`config.mk`:
```
export PLATFORM = sky130hd
export DESIGN_NAME = booth_mac_accum
export DESIGN_NICKNAME = d
export VERILOG_FILES = /design/src/rtl/booth_mac_accum.sv
export SDC_FILE = /design/constraint.sdc
export NUM_CORES = 1
export LEC_CHECK = 0
export ABC_AREA = 1
export CAP_MARGIN = 15
export CORE_UTILIZATION = 50
export CTS_BUF_LIST = sky130_fd_sc_hd__clkbuf_4
export DETAILED_ROUTE_END_ITERATION = 16
export PLACE_DENSITY = 0.89
export SLEW_MARGIN = 20
export SYNTH_ARGS = -nofsm -noshare
export SYNTH_HDL_FRONTEND = slang
export SYNTH_SLANG_ARGS = --single-unit
```
`constraint.sdc`:
```
create_clock -name clk -period 1.9 [get_ports clk]
set_input_delay 0.38 -clock clk [delete_from_list [all_inputs] [get_ports clk]]
set_output_delay 0.38 -clock clk [all_outputs]
set_load 0.01 [all_outputs]
```
`src/rtl/booth_mac_accum.sv`:
```
// Signed MAC reduction stage behind the radix-4 Booth multiplier: sums len products into a wide accumulator.
// Optional build macro BOOTH_MAC_SATURATE_EN clamps the accumulator on overflow instead of wrapping.
module booth_mac_accum #(
  parameter int PROD_W = 16,
  parameter int ACC_W  = 24,
  parameter int LEN_W  = 8
) (
  input  logic              clk,
  input  logic              reset,
  input  logic              start,
  input  logic [LEN_W-1:0]  len,
  input  logic              in_valid,
  output logic              in_ready,
  input  logic [PROD_W-1:0] product,
  output logic              out_valid,
  input  logic              out_ready,
  output logic [ACC_W-1:0]  acc_out,
  output logic              overflow
);

  localparam logic [1:0] IDLE  = 2'd0;
  localparam logic [1:0] ACCUM = 2'd1;
  localparam logic [1:0] DONE  = 2'd2;

  localparam logic [ACC_W-1:0] ACC_MAX = {1'b0, {(ACC_W-1){1'b1}}};
  localparam logic [ACC_W-1:0] ACC_MIN = {1'b1, {(ACC_W-1){1'b0}}};

  logic [1:0]       state;
  logic [ACC_W-1:0] acc;
  logic [LEN_W-1:0] count;
  logic             ovf;

  logic [ACC_W-1:0] prod_ext;
  logic [ACC_W-1:0] sum;
  logic             ovf_now;
  logic [ACC_W-1:0] acc_nxt;
  logic             xfer;

  assign prod_ext = {{(ACC_W-PROD_W){product[PROD_W-1]}}, product};
  assign sum      = acc + prod_ext;
  assign ovf_now  = (acc[ACC_W-1] == prod_ext[ACC_W-1]) && (sum[ACC_W-1] != acc[ACC_W-1]);

  // On overflow both operands share a sign, so acc's sign picks the clamp direction.
`ifdef BOOTH_MAC_SATURATE_EN
  assign acc_nxt = ovf_now ? (acc[ACC_W-1] ? ACC_MIN : ACC_MAX) : sum;
`else
  assign acc_nxt = sum;
`endif

  assign in_ready  = (state == ACCUM);
  assign out_valid = (state == DONE);
  assign acc_out   = acc;
  assign overflow  = ovf;
  assign xfer      = in_valid && in_ready;

  always_ff @(posedge clk) begin
    if (reset) begin
      state <= IDLE;
      acc   <= '0;
      count <= '0;
      ovf   <= 1'b0;
    end else begin
      case (state)
        IDLE: begin
          if (start) begin
            acc   <= '0;
            ovf   <= 1'b0;
            count <= len;
            state <= (len == '0) ? DONE : ACCUM;
          end
        end
        ACCUM: begin
          if (xfer) begin
            acc   <= acc_nxt;
            ovf   <= ovf | ovf_now;
            count <= count - 1'b1;
            if (count == {{(LEN_W-1){1'b0}}, 1'b1}) state <= DONE;
          end
        end
        DONE: begin
          if (out_ready) state <= IDLE;
        end
        default: state <= IDLE;
      endcase
    end
  end

endmodule

```
Word-level counts from Yosys, hierarchy flattened:

Index checks and enable logic that the tools add are counted.

* register bits after elaboration: 35
* input port bits: 29
* output and inout port bits: 27
* word-level logic and storage cells: 38

* $add $sub $neg: 2
* equal/unequal tests: 9
* multiplexer cells: 15
* bitwise logic cells: 1
* reduce and logical (&&, ||, !) cells: 7

Operators with widths (number)
* 24-bit 2-to-1 mux: 2
* 24-bit case mux with 2 select lines: 1
* 24-bit adder: 1
* 8-bit 2-to-1 mux: 2
* 8-bit case mux with 2 select lines: 1
* 2-bit 2-to-1 mux: 5
* 8-bit by 1-bit equality test with 1-bit output, second input constant: 1
* 8-bit logical NOT: 1
* 8-bit by 1-bit subtractor with 8-bit output, second input constant: 1
* 2-bit by 1-bit inequality test with 1-bit output, second input constant: 3
* 2-bit case mux with 3 select lines: 1
* 4-bit AND reduction: 1
* 3-bit AND reduction: 1
* 2-bit by 1-bit equality test with 1-bit output, second input constant: 1
* 2-bit equality test, second input constant: 1
* 1-bit logical AND: 2
* 2-bit logical NOT: 1
* 1-bit 2-to-1 mux: 2
* 2-bit inequality test, second input constant: 1
* 1-bit case mux with 2 select lines: 1
* 2-bit nonzero test: 1
* 1-bit equality test: 1
* 1-bit inequality test: 1
* 1-bit OR: 1

Longest topological paths before layout:

* word-level depth: 6
* mapped depth: 12
* gate-level depth less buffers: 12

Worst setup path before layout:

No wires, ideal clock.

* path kind: in2reg
* start point: in product[0]
* end point: reg acc[8], in the netlist acc_out[8]
* setup time: 116 ps
* arrival: 1705 ps
* data required time: 1784 ps
* setup slack: 79 ps
* stages: 10
* path buffers: 0
* cell sequence: ha_1 > fa_1 > nand2_1 > nand2_1 > and2_4 > nand2_2 > nand2_2 > or2_0 > nand3_1 > a21oi_1

* cells in the longest elaborated chain, start to end: 3

Ends and longest elaborated chain
* from (decl): line 14 `input logic [PROD_W-1:0] product,`
* 24-bit adder: line 40 `assign sum = acc + prod_ext;`
* 24-bit 2-to-1 mux: line 73 `if (xfer) begin`
* 24-bit case mux with 2 select lines: line 63 `case (state)`
* to (signal assigned): line 74 `acc <= acc_nxt;`
* to (decl): line 29 `logic [ACC_W-1:0] acc;`

No other way between the ends. The select of a mux whose other input is x is not followed.
A chain may end at the register's enable or synchronous reset.

Worst setup path in the final report:

* start point: in product[4]
* end point: reg acc[15], in the netlist acc_out[15]

The elaborated chain is that of the path after synthesis.

==> results.txt <==
Reg2Reg Setup Slack = 0.09 ns
CTS Hold Bufs = 0
Max VDD drop = 761.0 uV
Clock Tree Root = clkbuf_4
Post-synth cell types = 35
Area added between synthesis and finish = 39.55%
Crit-path most repeated cell = nand2_1
Worst-path clk slew = 0.12 ns
Post-synthesis register bit count = 35
Global route overflow = 0
Switching pwr = 1.758 mW
Worst-Skew Late Latency = 0.36 ns
Crit path max-delay cell type = clkdlybuf4s50_1
CTS Buffer Depth = 2
Comb pwr share = 60.3%
Global-route wire length before repair = 15,440 um
Synth Area per Inst = 5.836 um^2
Actual slew at the worst max-slew pin = 0.2946 ns
Post-DP Area = 4095 um^2
Sw frac = 46.81%
Leak Pwr = 2.228 nW
Die width = 82.85 um
Inst Count DP = 716
Slew Viols, Final = 0
CP bufs+invs = 2
Yosys warnings = 0
CP Capture Type = flop
Post-route cell area = 4561 um^2
Largest delay share family, worst path = buffers and inverters
Initial antenna violation count = 0
Minimum clock period = 1.832 ns
DR iter-0 viols = 270
CP Cell Sequence = clkdlybuf4s50_1 -> ha_4 -> nand2_1 -> nand2_1 -> a21oi_1 -> nand2_2 -> a21oi_2 -> inv_1 -> nand2_1 -> nand3_1 -> a21oi_1
Arrival @ worst endpoint = 2.13 ns
Status = finished, final reports clean
Vias/cell = 5.328
Pwr/cell area = 823.7 nW/um^2
Syn Nets = 615
Final hold violation count = 0
Post-layout util = 72.24%
Vias post-DR = 3,895
Max-capacitance violation count = 0
Part of the power in registers = 27.7%
Setup Crit Path Kind = primary input to flop
Initial Utilization = 51.76%
I/O Buffers = 55
Skew final = 0.009718 ns
CTS Buf Count = 5
Synth Instances = 560
Worst Hold Class = flop to flop
Per-cell routed wire length = 13.38 um
Setup violators final = 0
Crit-path max cell delay = 0.51 ns
Startpoint types = primary input
Die area = 6863 um^2
GP Congestion = 0.9470
Die Ht = 82.85 um
Max Freq = 0.5458 GHz
Layout cells sized above 1 = 19.11%
Post-detailed-route count of antenna-violating nets = 0
CTS Sinks = 35
Synth top area cells = nand2_1 (24%), dfxtp_1 (21%), inv_1 (10%)
Clk pwr share = 12.0%
Register area share after synthesis = 21.44%
NumNets Final = 708
WP data required = 2.20 ns
Largest net degree at the start of global routing = 19
Residual DRC = 0
Gr usage total = 26.96%
Vias in the first global route = 3,571
Non-filler cells in the finished layout = 731
Row cnt = 29
Core area = 6314 um^2
Share of the synthesized area in the top cell type = 23.55%
Crit Path Max Fanout = 4
Dpl hpwl = 7028 um
Antenna cell count = 0
IO Count = 56
CTS tree = built
Slew HR = 80.33%
Post-synth top area cell = nand2_1
Min Hold Slack = 0.4726 ns
Routed WL = 9779 um
Dpl ws = -0.4862 ns
H-tree depth = 2
Cell internal pwr = 1.998 mW
First drt pass iteration count = 6
Final cycle utilization of the critical path = 96.43%
Worst setup margin = 0.06780 ns
Netlist Area Pre-Place = 3268 um^2
[metrics by stage]
stage / total power [mW] / setup TNS [ns]
2_1_floorplan: 2.374 / 0
3_3_place_gp: 2.994 / -7.038
3_5_place_dp: 3.065 / -8.442
4_1_cts: 3.537 / -0.006708
5_1_grt: 4.043 / -0.08494
6_report: 3.757 / 0
[worst paths after layout]
check,startpoint,end,cells after the start
max reg2reg,acc_out[0],acc_out[16],12
min,overflow,overflow,2
min reg2reg,overflow,overflow,2
max,product[4],acc_out[15],11
[power groups by stage]
stage,Combinational (mW),Sequential [mW],Clock (mW)
finish,2.27,1.04,0.449
global route,2.49,1.07,0.490
CTS,2.06,1.02,0.456
global placement,1.97,1.02,0
floorplan,1.34,1.04,0
detailed placement,2.03,1.03,0
[what timing repair did]
action | CTS | global route
pin swaps | 5 | 4
endpoints found under the setup margin | 12 | 19
resized for setup | 15 | 52
cloned | 0 | 1
buffers inserted | 2 | 4
[flip-flops by register name, summed over array words and instances, names as in the netlist]
register  count
state         2
count         8
overflow      1
acc_out      24
[layout by cell type (no fill, tap or decap), types with 2 or more instances in the layout]
cell type and count:
o211ai_1 3, ha_4 18, nand4_1 6, nor4_1 2
clkbuf_4 5, nor2_4 4, dlygate4sd2_1 2, ha_2 3
inv_1 89, nor2_1 35, nand3b_1 5, xor2_1 3
dfxtp_1 33, nor3_1 9, nand3_2 3, a21oi_2 8
buf_6 2, nand2_2 19, inv_4 2, o21ai_0 16
dfxtp_2 2, inv_2 2, nor2_2 8, a31oi_1 3
a21oi_1 38, nand2_1 192, buf_4 36, clkinvlp_4 2
dlymetal6s2s_1 2, or2_0 2, nand2_4 4, clkdlybuf4s50_1 51
ha_1 4, nand3_1 32
[cell type report]
| type | count | area [um^2] |
|---|---|---|
| repair buffers | 94 | 865.8 |
| clock buffers | 5 | 37.54 |
| fillers | 539 | 1753 |
| flip-flops and latches | 35 | 703.2 |
| multi-input cells | 424 | 2484 |
| well taps | 77 | 96.34 |
| inverters | 93 | 354.1 |
| clock inverters | 3 | 20.02 |
[kinds of logic after synthesis]
| family | after synthesis | synth area share [%] |
|---|---|---|
| AND/OR/NAND/NOR | 325 | 42.69 |
| flip-flops | 35 | 21.44 |
| XOR/XNOR | 3 | 0.8041 |
| AO/OA/AOI/OAI | 70 | 11.83 |
| adder cells (fa/ha/maj) | 26 | 10.18 |
| buffers and inverters | 101 | 13.06 |
[tightest hold or removal path, cell delays in order, from the launching register on]
cell,delay [ns]
dfxtp_1,0.33
inv_1,0.06
a21oi_2,0.05
[cell usage after synthesis (all sizes together)]
cell type and instances:
dfxtp 35, nand3 35, or2 3, xor2 3, o21ai 16, nand2 215
and2 2, nand3b 6, a21oi 46, a31oi 3, clkbuf 4, nor2 47
nor3 9, ha 25, a211oi 2, buf 4, inv 93, nor4 2
fa 1, o211ai 3, nand4 6
[layer usage]
layer / vias up / track usage [%] / share of wire [%] / routed length (um)
met5: - / 0 / 0 / 0
met4: 0 / 8.777 / 2.1 / 208
met3: 24 / 3.380 / 5.6 / 546
met2: 151 / 48.44 / 50 / 4888
met1: 1769 / 33.17 / 42 / 4136
li1: 1951 / - / - / -
No activity file was read; power rests on OpenSTA's default activity.
==> RTL edit, RTL diff (config.mk and constraints unchanged) <==
`LEN_W`: 8 -> 32.
--- a/src/rtl/booth_mac_accum.sv
+++ b/src/rtl/booth_mac_accum.sv
@@ -4,5 +4,5 @@
   parameter int PROD_W = 16,
   parameter int ACC_W  = 24,
-  parameter int LEN_W  = 8
+  parameter int LEN_W  = 32
 ) (
   input  logic              clk,
Interface: changed (resized len); port bits go from 56 to 80. The function was not compared with the original's and may differ.
==> RTL edit against the original RTL <==
- final area grew 49%
- clock skew grew 0.013 ns
- largest power group unchanged
- sequential cell count grew 24
- critical path depth grew 4
- first-iteration DRC count grew 91%
- wire length grew 71%
- power grew 110%
- synthesized area grew 57%
- hold slack gained 0.0083 ns
- setup slack lost 0.061 ns
- die area grew 56%
- sequential power grew 90%
- highest routed layer unchanged
==> RTL edit: results (changes against the original RTL) <==
Clocking:
- The depth of the CTS H-tree is 3 (+1).
- The number of clock sinks is 59 (+69%).
- The number of cells upsized or downsized after cts came to 6 (-9).
- The clock insertion delay at the later pin of the skew report is 0.44 ns (+0.08 ns).

Synthesis:
- The area fraction in compound gates after synthesis is 14.6% (+2.7 points).
- The arithmetic-cell share of the synthesized area counting full adders, half adders and majority gates is 6.48% (-3.7 points).
- The mean instance size in the synthesized netlist is 5.67 µm² (-2.9%).
- The part of the Yosys area used for sequential elements was 23.0% (+1.6 points).
- The count of cell types in the netlist was 38 (+8.6%).

GRT:
- The pin count of the biggest net entering global routing is 35 (+16).
- The total routing resource utilization after global routing is 31.1% (+4.1 points).

Finish:
- The inverter count of the layout excluding clock inverters came to 119 (+28%).
- The multi-input combinational gate total is 704 (+66%).
- The count of clock-net buffers in the final layout came to 10 (+5).

Critical path:
- The gate family responsible for the most delay along the worst path is simple AND/OR/NAND/NOR gates.
- The critical path's largest stage delay is 0.41 ns (-0.10 ns).

Detailed routing:
- The DRC marker count from the first detailed-route iteration is 516 (+91%).
- The routed length on met2 is 7580 µm (+55%).
- The routed wire length is 16,700 µm (+71%).
- The total via count in the routed design is 6,414 (+65%).
- The number of detailed-routing iterations run before antenna repair came to 5 (-1).

Placement:
- The instance area at placement came to 0.00639 mm² (+56%).
- The number of input and output port buffers inserted is 79 (+44%).

STA:
- The relative max-transition margin came to 65.6% (-15 points).

Status:
- The flow ran to the end, and the final reports show no timing, DRC or antenna violations.

Power:
- The highest ir drop seen on vdd is 0.869 mV (+14%).
- The total leakage power is 3.21 nW (+44%).
RTL edit: cell types whose count changed after synthesis, sizes merged, moves of 4 or more:
cell / change
nand2: +99
nor2: +72
o21ai: +36
a21oi: +26
dfxtp: +24
inv: +24
nand3: +19
buf: +13
o21bai: +5
nand4: +4
RTL edit: path summary, 6_finish.rpt:
path,from,end,slack (ns)
setup / recovery,product[0],acc_out[12],0.007
hold / removal,acc_out[0],acc_out[0],0.48
setup reg to reg,acc_out[0],acc_out[12],0.02
hold reg to reg,acc_out[0],acc_out[0],0.48
RTL edit: report_power, final:
part / total [W] / internal [W] / switching, W
logic: 0.00520 / 0.00197 / 0.00323
clock network: 0.000763 / 0.000260 / 0.000503
registers: 0.00198 / 0.00158 / 0.000400
total: 0.00794 / 0.00381 / 0.00413
RTL edit: cell families (layout without fill, tap and decap cells):
kind of cell               after synthesis  in the layout
and+or+nand+nor                        530            530
buffers and inverters                  143            266
AOI/OAI and AO/OA                      142            142
DFF                                     59             59
adders and majority gates               26             26
xor gates and xnor gates                 6              6
